## src/rtl/shift_sequencer_if.sv

```systemverilog
// Command handshake and shift-register drive bundle for shift_sequencer.
// slave = sequencer side, master = command source / register side.
interface shift_sequencer_if #(
  parameter int DATA_W = 8,
  parameter int AMT_W  = 3
);
  logic              cmd_valid;
  logic              cmd_ready;
  logic [2:0]        cmd_op;
  logic [DATA_W-1:0] cmd_data;
  logic [AMT_W-1:0]  cmd_amt;
  logic [DATA_W-1:0] sh_q;
  logic [DATA_W-1:0] sh_in;
  logic [1:0]        sh_s;
  logic              sh_il;
  logic              sh_ir;
  logic              busy;
  logic              done;
  logic              err;

  modport slave (
    input  cmd_valid, cmd_op, cmd_data, cmd_amt, sh_q,
    output cmd_ready, sh_in, sh_s, sh_il, sh_ir,
    output busy, done, err
  );

  modport master (
    output cmd_valid, cmd_op, cmd_data, cmd_amt, sh_q,
    input  cmd_ready, sh_in, sh_s, sh_il, sh_ir,
    input  busy, done, err
  );
endinterface

```

## src/rtl/shift_sequencer.sv

```systemverilog
// Sequencer turning load/shift/rotate commands into per-cycle
// select codes and fill bits for an 8-bit universal shift register.
module shift_sequencer #(
  parameter int DATA_W = 8,
  parameter int AMT_W  = 3
) (
  input  logic clk,
  input  logic reset,
  shift_sequencer_if.slave bus
);

  localparam logic [1:0] S_IDLE  = 2'd0;
  localparam logic [1:0] S_LOAD  = 2'd1;
  localparam logic [1:0] S_SHIFT = 2'd2;
  localparam logic [1:0] S_DONE  = 2'd3;

  localparam logic [2:0] OP_LOAD = 3'b000;
  localparam logic [2:0] OP_SLL  = 3'b001;
  localparam logic [2:0] OP_SRA  = 3'b011;
  localparam logic [2:0] OP_ROL  = 3'b100;
  localparam logic [2:0] OP_ROR  = 3'b101;

  logic [1:0]        r_state;
  logic [2:0]        r_op;
  logic [DATA_W-1:0] r_data;
  logic [AMT_W-1:0]  r_cnt;
  logic              r_err;

  logic w_acc;
  logic w_legal;
  logic w_left;
  logic w_msb;
  logic w_lsb;

  assign bus.cmd_ready = (r_state == S_IDLE) & ~reset;
  assign w_acc   = bus.cmd_valid & bus.cmd_ready;
  assign w_legal = (bus.cmd_op < 3'b110);

  always_ff @(posedge clk or posedge reset) begin
    if (reset) begin
      r_state <= S_IDLE;
      r_op    <= '0;
      r_data  <= '0;
      r_cnt   <= '0;
      r_err   <= 1'b0;
    end else begin
      unique case (r_state)
        S_IDLE: begin
          if (w_acc) begin
            r_op   <= bus.cmd_op;
            r_data <= bus.cmd_data;
            r_cnt  <= bus.cmd_amt;
            r_err  <= ~w_legal;
            if (!w_legal)
              r_state <= S_DONE;
            else if (bus.cmd_op == OP_LOAD)
              r_state <= S_LOAD;
            else if (bus.cmd_amt == '0)
              r_state <= S_DONE;
            else
              r_state <= S_SHIFT;
          end
        end
        S_LOAD: r_state <= S_DONE;
        S_SHIFT: begin
          r_cnt <= r_cnt - AMT_W'(1);
          if (r_cnt == AMT_W'(1))
            r_state <= S_DONE;
        end
        S_DONE: r_state <= S_IDLE;
      endcase
    end
  end

  // fill bits come straight from the fed-back register output
  assign w_left = (r_op == OP_SLL) | (r_op == OP_ROL);
  assign w_msb  = bus.sh_q[DATA_W-1];
  assign w_lsb  = bus.sh_q[0];

  always_comb begin
    bus.sh_s  = 2'b00;
    bus.sh_il = 1'b0;
    bus.sh_ir = 1'b0;
    unique case (1'b1)
      (r_state == S_LOAD): bus.sh_s = 2'b01;
      (r_state == S_SHIFT): begin
        bus.sh_s  = w_left ? 2'b10 : 2'b11;
        bus.sh_ir = (r_op == OP_ROL) & w_msb;
        bus.sh_il = ((r_op == OP_SRA) & w_msb)
                  | ((r_op == OP_ROR) & w_lsb);
      end
      default: ;
    endcase
  end

  assign bus.sh_in = r_data;
  assign bus.busy  = (r_state != S_IDLE);
  assign bus.done  = (r_state == S_DONE);
  assign bus.err   = (r_state == S_DONE) & r_err;

endmodule
```

## src/flat_wrapper.sv

```systemverilog
// flat-port wrapper written by rule: the top's interface ports become plain ports
module shift_sequencer_flat 
#(
  parameter int DATA_W = 8,
  parameter int AMT_W  = 3
)
  (clk, reset, bus_cmd_valid, bus_cmd_op, bus_cmd_data, bus_cmd_amt, bus_sh_q, bus_cmd_ready, bus_sh_in, bus_sh_s, bus_sh_il, bus_sh_ir, bus_busy, bus_done, bus_err);
  shift_sequencer_if #(.DATA_W(DATA_W), .AMT_W(AMT_W)) bus_i ();
  input  logic clk;
  input  logic reset;
  input wire logic [$bits(bus_i.cmd_valid)-1:0] bus_cmd_valid;
  input wire logic [$bits(bus_i.cmd_op)-1:0] bus_cmd_op;
  input wire logic [$bits(bus_i.cmd_data)-1:0] bus_cmd_data;
  input wire logic [$bits(bus_i.cmd_amt)-1:0] bus_cmd_amt;
  input wire logic [$bits(bus_i.sh_q)-1:0] bus_sh_q;
  output wire logic [$bits(bus_i.cmd_ready)-1:0] bus_cmd_ready;
  output wire logic [$bits(bus_i.sh_in)-1:0] bus_sh_in;
  output wire logic [$bits(bus_i.sh_s)-1:0] bus_sh_s;
  output wire logic [$bits(bus_i.sh_il)-1:0] bus_sh_il;
  output wire logic [$bits(bus_i.sh_ir)-1:0] bus_sh_ir;
  output wire logic [$bits(bus_i.busy)-1:0] bus_busy;
  output wire logic [$bits(bus_i.done)-1:0] bus_done;
  output wire logic [$bits(bus_i.err)-1:0] bus_err;
  assign bus_i.cmd_valid = bus_cmd_valid;
  assign bus_i.cmd_op = bus_cmd_op;
  assign bus_i.cmd_data = bus_cmd_data;
  assign bus_i.cmd_amt = bus_cmd_amt;
  assign bus_i.sh_q = bus_sh_q;
  assign bus_cmd_ready = bus_i.cmd_ready;
  assign bus_sh_in = bus_i.sh_in;
  assign bus_sh_s = bus_i.sh_s;
  assign bus_sh_il = bus_i.sh_il;
  assign bus_sh_ir = bus_i.sh_ir;
  assign bus_busy = bus_i.busy;
  assign bus_done = bus_i.done;
  assign bus_err = bus_i.err;
  shift_sequencer #(.DATA_W(DATA_W), .AMT_W(AMT_W)) u_core (.clk(clk), .reset(reset), .bus(bus_i));
endmodule
```

## config.mk

```make
export PLATFORM = sky130hd
export DESIGN_NAME = shift_sequencer_flat
export DESIGN_NICKNAME = d
export VERILOG_FILES = /design/src/rtl/shift_sequencer_if.sv /design/src/rtl/shift_sequencer.sv /design/src/flat_wrapper.sv
export SDC_FILE = /design/constraint.sdc
export NUM_CORES = 1
export LEC_CHECK = 0
export ABC_CLOCK_PERIOD_IN_PS = 1500
export CAP_MARGIN = 20
export CORE_ASPECT_RATIO = 1.1
export CORE_MARGIN = 1
export CORE_UTILIZATION = 45
export CTS_BUF_LIST = sky130_fd_sc_hd__clkbuf_8
export CTS_CLUSTER_DIAMETER = 120
export DETAILED_ROUTE_END_ITERATION = 6
export DONT_BUFFER_PORTS = 1
export PLACE_DENSITY_LB_ADDON = 0.08
export SLEW_MARGIN = 0
export SYNTH_ARGS = -nofsm -noshare
export SYNTH_HDL_FRONTEND = slang
export SYNTH_SLANG_ARGS = --single-unit
```

## constraint.sdc

```tcl
create_clock -name clk -period 1.5 [get_ports clk]
set_input_delay 0.225 -clock clk [delete_from_list [all_inputs] [get_ports clk]]
set_output_delay 0.225 -clock clk [all_outputs]
set_load 0.01 [all_outputs]
```

Word level (Yosys, flattened, before mapping) --
Index checks and enable logic that the tools add are counted.
Storage, ports and cells: output and inout port bits 16, flip-flop bits (word level) 17, word-level logic and storage cells 47
Operators by class: reductions and logical operators 8, order comparisons 1, eq/ne operators 10, add/sub/neg operators 1, bitwise gates (word level) 10, mux-type cells 12
Operators by type and width (number):
- $mux W2 | 4
- $pmux W2 S4 | 1
- $and A1 B1 Y1 | 6
- $eq A3 B1 Y1 const B | 2
- $eq A3 B3 Y1 const B | 2
- $logic_not A3 Y1 | 2
- $pmux W3 S2 | 1
- $reduce_and A2 Y1 | 3
- $eq A2 B2 Y1 const B | 2
- $mux W1 | 4
- $ne A2 B1 Y1 const B | 2
- $pmux W2 S2 | 1
- $reduce_bool A2 Y1 | 2
- $eq A3 B2 Y1 const B | 1
- $lt A3 B3 Y1 const B | 1
- $mux W3 | 1
- $sub A3 B1 Y3 const B | 1
- $eq A2 B1 Y1 const B | 1
- $logic_not A2 Y1 | 1
- $not A1 Y1 | 2
- $or A1 B1 Y1 | 2

Logic depth before layout (Yosys ltp) --
depth after elaboration 6, gate-level depth with buffers 7

Least setup slack after synthesis --
Ideal clock, no wire load.
path kind register -> output, start register u_core.r_state[0], end output port bus_sh_s[0], buffers on the path 1, data required time 1.275 ns, data arrival time 1.301 ns, slack -0.026 ns, cell stages (with the launch flop) 6, cell sequence dfrtp_1 -> inv_1 -> ha_1 -> clkbuf_1 -> o21a_1 -> o21a_1
On the way: longest elaborated chain between the ends 2, elaborated cells between the ends (all ways) 3, classes of those cells 2 x eq/ne; 1 x mux
Ends and longest elaborated chain:
- start, declared | line shift_sequencer.sv:23 | logic [1:0] r_state;
- start signal, assigned | line shift_sequencer.sv:41 | r_state <= S_IDLE;
- start signal, assigned | line shift_sequencer.sv:55 | r_state <= S_DONE;
- start signal, assigned | line shift_sequencer.sv:57 | r_state <= S_LOAD;
- $eq A2 B2 Y1 / $eq A2 B1 Y1 (equally long branches) | line shift_sequencer.sv:86, shift_sequencer.sv:85
- $pmux W2 S2 * | line shift_sequencer.sv:84 | unique case (1'b1)
- end, declared | line flat_wrapper.sv:18 | output wire logic [$bits(bus_i.sh_s)-1:0] bus_sh_s;
Mark *: on every way between the ends. The rest lies on a longest branch, timed or not.

Final worst setup path --
start register u_core.r_state[1], end output port bus_sh_s[0]
The elaborated chain is that of the path after synthesis.

==> metrics.txt <==
RSZ-0062 raised after global routing=true; Hold WC Path Type=in2reg; # setup viols final=0; final std cell area, no fill=0.00115 mm^2; Commonest cells post-synth=dfrtp_1 (17), nand2_1 (8), ha_1 (6), inv_1 (6), mux2_4 (6); placed cells=119; H-tree levels=1; port buffer count=0; CP max FO=7; syn_area_per_cell=11.0 um^2; CTS sink cnt=17; Multi-input gate area=536 um^2; Final Net Count=131; root buf cell=clkbuf_8; R2R Path End=u_core.r_op[2]; Worst Max-Slew Pin Slew=658 ps; drt initial violations=10; largest area contributor in the netlist=dfrtp_1; largest net degree at the start of global routing=18; DRC viols=0; HPWL after DPL=1.29 mm; Max Slew Vio Count=0; hold_sp=bus_cmd_op[0]; CP peak stage delay=420 ps; hold depth=1; #FFs+latches synth=17; Area after DPL=0.00103 mm^2; Seq/Total Area, Yosys=43.8%; area share of the largest cell type after synthesis=43.8%; vias in the first global route=668; VDD IR-drop max=1.05 mV; first-pass GRT wire length=2.92 mm; Clock transition at path regs=60 ps; Worst Skew=0.573 ps; leakage=0.536 nW; Fmax=0.667 GHz; core area=0.00202 mm^2; Slew HR=56.1%; Die Wd=46.3 um; register area=425 um^2; slowest stage cell, crit path=dfrtp_1; Power Dens Cells=2230 mW/mm^2; fillers=169; Worst Hold Path EP=u_core.r_op[0]; ys async rst share=100%; CTS tree=built; Die Y=50.8 um; synth top area cells=dfrtp_1 (44%), mux2_4 (9.3%), ha_1 (7.7%), mux2_2 (5.8%), nand2_1 (3.1%); period utilization=99.9%; All-Layer GR Usage=17.6%; first-pass iteration count of the detailed router=4; crit path capture type=output port; CP Data Arrival Time=1270 ps; Area Growth Syn to Fin=18.1%; Synth cell types=33; Post-synth EDFFs=0; total die area=0.00235 mm^2; kind of critical path=reg2out; worst-skew pair later-pin latency=250 ps; minimum clock period=1500 ps; cell with the most instances after synthesis=dfrtp_1; via count=676; FF-to-FF path depth=5; synth warn=0; Fin. Hold Viols=0; Mapped Area=972 um^2; Post-Layout Cell Count=127; total of max-cap violations=0; Initial Utilization=48.1%; CTS Buf Count=3; most used flip-flop cell after synthesis=dfrtp_1; status=completed; most frequent CP cell=o21a_1; setup TNS=0 ps; WL final=1.80 mm; Critical Path RT=1270 ps; Worst Setup Start Kind=flip-flop; initial antenna violation count=0; Std-Cell Rows=17; Antenna diodes=0; Via density=5.32; ANT nets after route=0; # IOs=41; Routed WL per cell=14.2 um; syn nets=119; total gr overflow=0; CP Cell Sequence=buf_6 -> ha_4 -> o21a_1 -> o21a_1; Final GP Congestion=0.812; fin util=56.8%; Syn Inst Count=88; share of layout cells above drive strength 1=35.4%; r2r startpoint=u_core.r_state[1]; CTS Buffer Depth=2; r2r setup slk=40 ps
[per-layer routing]
metal	vias to the layer above	wire (um)	global-route usage, %
met5	-	0	0
li1	326	-	-
met3	2	118	5.40
met2	26	873	28.5
met1	322	795	21.6
met4	0	10	5.88
[cell usage in the layout (no fill, tap or decap), drive strengths merged, types with 2 or more instances in the layout]
| master | synthesis | final |
|---|---|---|
| clkbuf | 1 | 3 |
| nand2b | 2 | 2 |
| o21a | 3 | 3 |
| a21oi | 5 | 5 |
| o21ai | 4 | 4 |
| ha | 6 | 6 |
| inv | 6 | 7 |
| mux2 | 11 | 11 |
| dfrtp | 17 | 17 |
| buf | 2 | 9 |
| nand2 | 9 | 9 |
| nor2 | 5 | 5 |
| nor2b | 2 | 2 |
[power breakdown]
group | total [mW] | internal (mW) | switching [mW]
Sequential | 0.929 | 0.695 | 0.235
Combinational | 1.31 | 0.723 | 0.582
Clock | 0.329 | 0.181 | 0.147
[stage by stage]
| stage | hold slack, ps | power [mW] | worst slack [ps] |
|---|---|---|---|
| after floorplan | 151 | 1.78 | 46.2 |
| after global placement | 242 | 2.03 | 39.9 |
| after detailed placement | 255 | 2.06 | 15.2 |
| after CTS | 117 | 2.51 | -15.2 |
| after global routing | 111 | 2.77 | -45.8 |
| final | 121 | 2.56 | 1.80 |
[worst max path at each step]
stage | endpoint | start | slack [ps] | depth (start not counted)
after CTS | bus_sh_s[0] | u_core.r_state[1] | -20 | 4
final | bus_sh_s[0] | u_core.r_state[1] | 2 | 4
after global placement | u_core.r_cnt[1] | u_core.r_state[1] | 40 | 6
after detailed placement | u_core.bus.sh_in[1] | u_core.r_state[1] | 20 | 5
after floorplan | u_core.bus.sh_in[0] | u_core.r_state[0] | 50 | 6
after global routing | bus_sh_s[0] | u_core.r_state[1] | -50 | 4
[area by class of cell]
type / instances / area share (%)
Multi-Input combinational cell: 62 / 46.6
Sequential cell: 17 / 37.0
Timing Repair Buffer: 10 / 7.41
Clock buffer: 3 / 3.59
Tap cell: 28 / 3.05
Inverter: 6 / 1.96
Clock inverter: 1 / 0.327
[cell families (layout without fill, tap and decap cells)]
kind of cell	Yosys count	count (layout)	synth area share [%]
adder cells (fa/ha/maj)	6	6	7.72
buffers and inverters	9	20	4.37
AO/OA/AOI/OAI	19	19	13.1
flip-flops	17	17	43.8
multiplexers	12	12	16.1
AND/OR/NAND/NOR	24	24	14.0
XOR/XNOR	1	1	0.901
[worst max-delay path, delay by kind of cell, from the launching register on]
kind / cells / cell delay [ps]
AO/OA/AOI/OAI: 2 / 300
adder cells (fa/ha/maj): 1 / 170
flip-flops: 1 / 420
buffers and inverters: 1 / 130
[registers in the layout, summed over array words and instances, names as in the netlist]
register          cells
u_core.bus.sh_in      8
u_core.r_cnt          3
u_core.r_err          1
u_core.r_op           3
u_core.r_state        2
[repair_timing]
item,4_1_cts,5_1_grt
hold buffers,1,0
setup endpoints to repair,4,10
resized for setup,7,4
buffers inserted,1,2
hold endpoints to repair,17,0
(Power assumes the default switching activity.)
==> variant: new RTL, same flow settings <==
`AMT_W` is set to 3 in 3 places; all go to 5.
--- a/src/rtl/shift_sequencer_if.sv
+++ b/src/rtl/shift_sequencer_if.sv
@@ -4,3 +4,3 @@
   parameter int DATA_W = 8,
-  parameter int AMT_W  = 3
+  parameter int AMT_W  = 5
 );
--- a/src/rtl/shift_sequencer.sv
+++ b/src/rtl/shift_sequencer.sv
@@ -4,3 +4,3 @@
   parameter int DATA_W = 8,
-  parameter int AMT_W  = 3
+  parameter int AMT_W  = 5
 ) (
--- a/src/flat_wrapper.sv
+++ b/src/flat_wrapper.sv
@@ -4,3 +4,3 @@
   parameter int DATA_W = 8,
-  parameter int AMT_W  = 3
+  parameter int AMT_W  = 5
 )
Ports: changed (resized bus_cmd_amt); port bits go from 41 to 43. No check against the original RTL was run, so the function may have changed too.
==> variant against the unedited design <==
  * The flow now finishes with violations (setup timing)
  * Cell area rose by 38%
  * Sequential cell count rose by 2
  * Wire length rose by 47%
  * Maximum frequency fell by 4.7%
  * Worst setup slack got worse by 0.074 ns
  * Area after synthesis rose by 20%
  * Power rose by 36%
  * Die area rose by 19%
  * Critical path type is now register to register
  * Largest cell class unchanged
  * Largest power group unchanged
==> variant: results (changes against the unedited design) <==
| Metric | Value |
|---|---|
| Status | complete, but fails checks (was finished, final reports clean) |
| Failing checks | setup timing |
| Largest net degree at the start of global routing | 15 (was 18) |
| Clock-pin transition on the worst setup and hold timing paths | ~0.07 ns |
| R2r setup slk | -0.07 ns (was 0.04 ns) |
| Critical path peak fanout | 5 (was 7) |
| Total clock buffers created by CTS | 3 (unchanged) |
| Initial antenna violation count | 0 (unchanged) |
| Final setup fails | 3 (was 0) |
| Worst hold path class | primary input to register (unchanged) |
| Via count | 953 (was 676) |
| Max reg flops | 8 (unchanged) |
| CTS root buf | clkbuf_8 (unchanged) |
| # H-tree levels | 1 (unchanged) |
| DP Area | 0.001355 sq mm (was 0.001032 sq mm) |
| Clock latency on the worst-skew pair | around 0.26 ns |
| Worst Tran Pin Value | 0.4111 ns (was 0.6581 ns) |
| Hold Startpoint | bus_cmd_data[7] (was bus_cmd_op[0]) |
| Routability cong. | 0.8623 (was 0.8118) |
| Syn Nets | 146 (was 119) |
| PnR worst setup slack | -0.07229 ns (was 0.001798 ns) |
| Share of cells above drive strength 1 | 46.76% (was 35.35%) |
| Pre-Repair DR Iteration Count | 4 (unchanged) |
| Nets | 173 (was 131) |
| Max Buffers Root-to-Sink | 2 (unchanged) |
| Worst-case reg-to-reg path depth | 5 (unchanged) |
| Top post-synthesis cells by area | dfrtp_1 41%, mux2_2 12%, ha_1 6.4% (was dfrtp_1 44%, mux2_4 9.3%, ha_1 7.7%) |
| Vias in the first global route | 942 (was 668) |
| Post-Route WL | 2652 um (was 1798 um) |
| CP Launch Point | u_core.r_cnt[1] (was u_core.r_state[1]) |
| Maximum vdd ir drop | 1606 uV (was 1049 uV) |
| Critical Path AT | 1.76 ns (was 1.27 ns) |
| Top-count cell post-synth | dfrtp_1 (unchanged) |
| Worst Hold Endpoint | u_core.bus.sh_in[7] (was u_core.r_op[0]) |
| Hpwl dp | 1929 um (was 1293 um) |
| R2R Path End | u_core.r_state[0] (was u_core.r_op[2]) |
| Hold_ws | 0.1089 ns (was 0.1208 ns) |
| Worst Hold Path Cells | 1 (unchanged) |
| First-pass GRT wire length | 4153 um (was 2918 um) |
| Most frequent cells after synthesis | 19 x dfrtp_1, 12 x mux2_2, 10 x inv_1 (was 17 x dfrtp_1, 8 x nand2_1, 6 x ha_1, 6 x inv_1, 6 x mux2_4) |
| Antenna diodes | 0 (unchanged) |
| Register area share after synthesis | 40.77% (was 43.76%) |
| Cell variety after synth | 37 (was 33) |
| Static Leak | 0.6667 nW (was 0.5358 nW) |
| Port Buf Inserts | 0 (unchanged) |
| Worst Skew | 0.007272 ns (was 0.0005733 ns) |
| 1st-iter DRT viols | 8 (was 10) |
| Total global-route track usage | 19.58% (was 17.63%) |
| Async S/R FF share, synth | 100.0% (unchanged) |
| Synth warn | 0 (unchanged) |
-- variant: logic make-up (layout without fill, tap and decap cells) --
kind of cell / count (synthesis) / after routing / share of synthesized area [%]
DFF: 19 / 19 / 40.77
buffers and inverters: 15 / 41 / 5.043
AOI/OAI and AO/OA: 25 / 25 / 15.88
xor gates and xnor gates: 1 / 1 / 0.7512
and+or+nand+nor: 32 / 32 / 16.95
adders and majority gates: 6 / 6 / 6.438
muxes: 15 / 15 / 14.16
-- variant: layout make-up --
class | count | area, sq um
fillers | 186 | 760.7
multi-input cells | 79 | 744.5
flip-flops and latches | 19 | 476.7
repair buffers | 27 | 240.2
clock buffers | 3 | 41.29
inverters | 10 | 37.54
well taps | 30 | 37.54
clock inverters | 1 | 3.754
-- variant: per-layer routing --
layer	vias up	wire length [um]	GRT usage [%]
met1	454	1161	25.83
met3	4	134	4.132
met2	25	1326	31.24
met4	0	30	7.143
li1	470	-	-
met5	-	0	0
-- variant: what timing repair did --
item | 4_1_cts | 5_1_grt
resized for setup | 17 | 16
hold buffers | 1 | 0
cloned | 0 | 0
endpoints found under the hold margin | 9 | 0
endpoints found under the setup margin | 10 | 21
setup buffers | 3 | 2
pin swaps | 6 | 4
-- variant: worst max-delay path: stages, from the launching register on --
cell and delay (ns):
dfrtp_1 0.39, inv_2 0.08, ha_4 0.12, or4b_4 0.50
a221o_1 0.31, o22ai_1 0.11
-- variant: how the worst max path moves through the flow --
stage / to / slack, ns / cells past startpoint
3_5_place_dp: u_core.r_state[0] / -0.12 / 5
4_1_cts: u_core.r_state[0] / -0.1 / 5
2_1_floorplan: bus_sh_s[0] / -0.02 / 6
6_report: u_core.r_state[0] / -0.07 / 5
5_1_grt: bus_sh_s[0] / -0.11 / 6
3_3_place_gp: u_core.r_state[0] / -0.08 / 5
-- variant: power breakdown --
part | internal, W | total, W | switching, W | leakage (nW)
sequential | 0.000784 | 0.00105 | 0.000262 | 0.225
combinational | 0.00118 | 0.00209 | 0.000911 | 0.414
clock | 0.000182 | 0.000356 | 0.000173 | 0.0269
-- variant: stage by stage --
step	instances	setup slack [ns]	util, %	setup TNS [ns]
2_1_floorplan	113	-0.01583	-	-0.02576
3_3_place_gp	159	-0.07945	57.85	-0.1807
3_5_place_dp	159	-0.1199	57.85	-0.2248
4_1_cts	167	-0.09525	64.10	-0.2133
5_1_grt	169	-0.1128	67.52	-0.5326
6_report	169	-0.07229	67.52	-0.1522
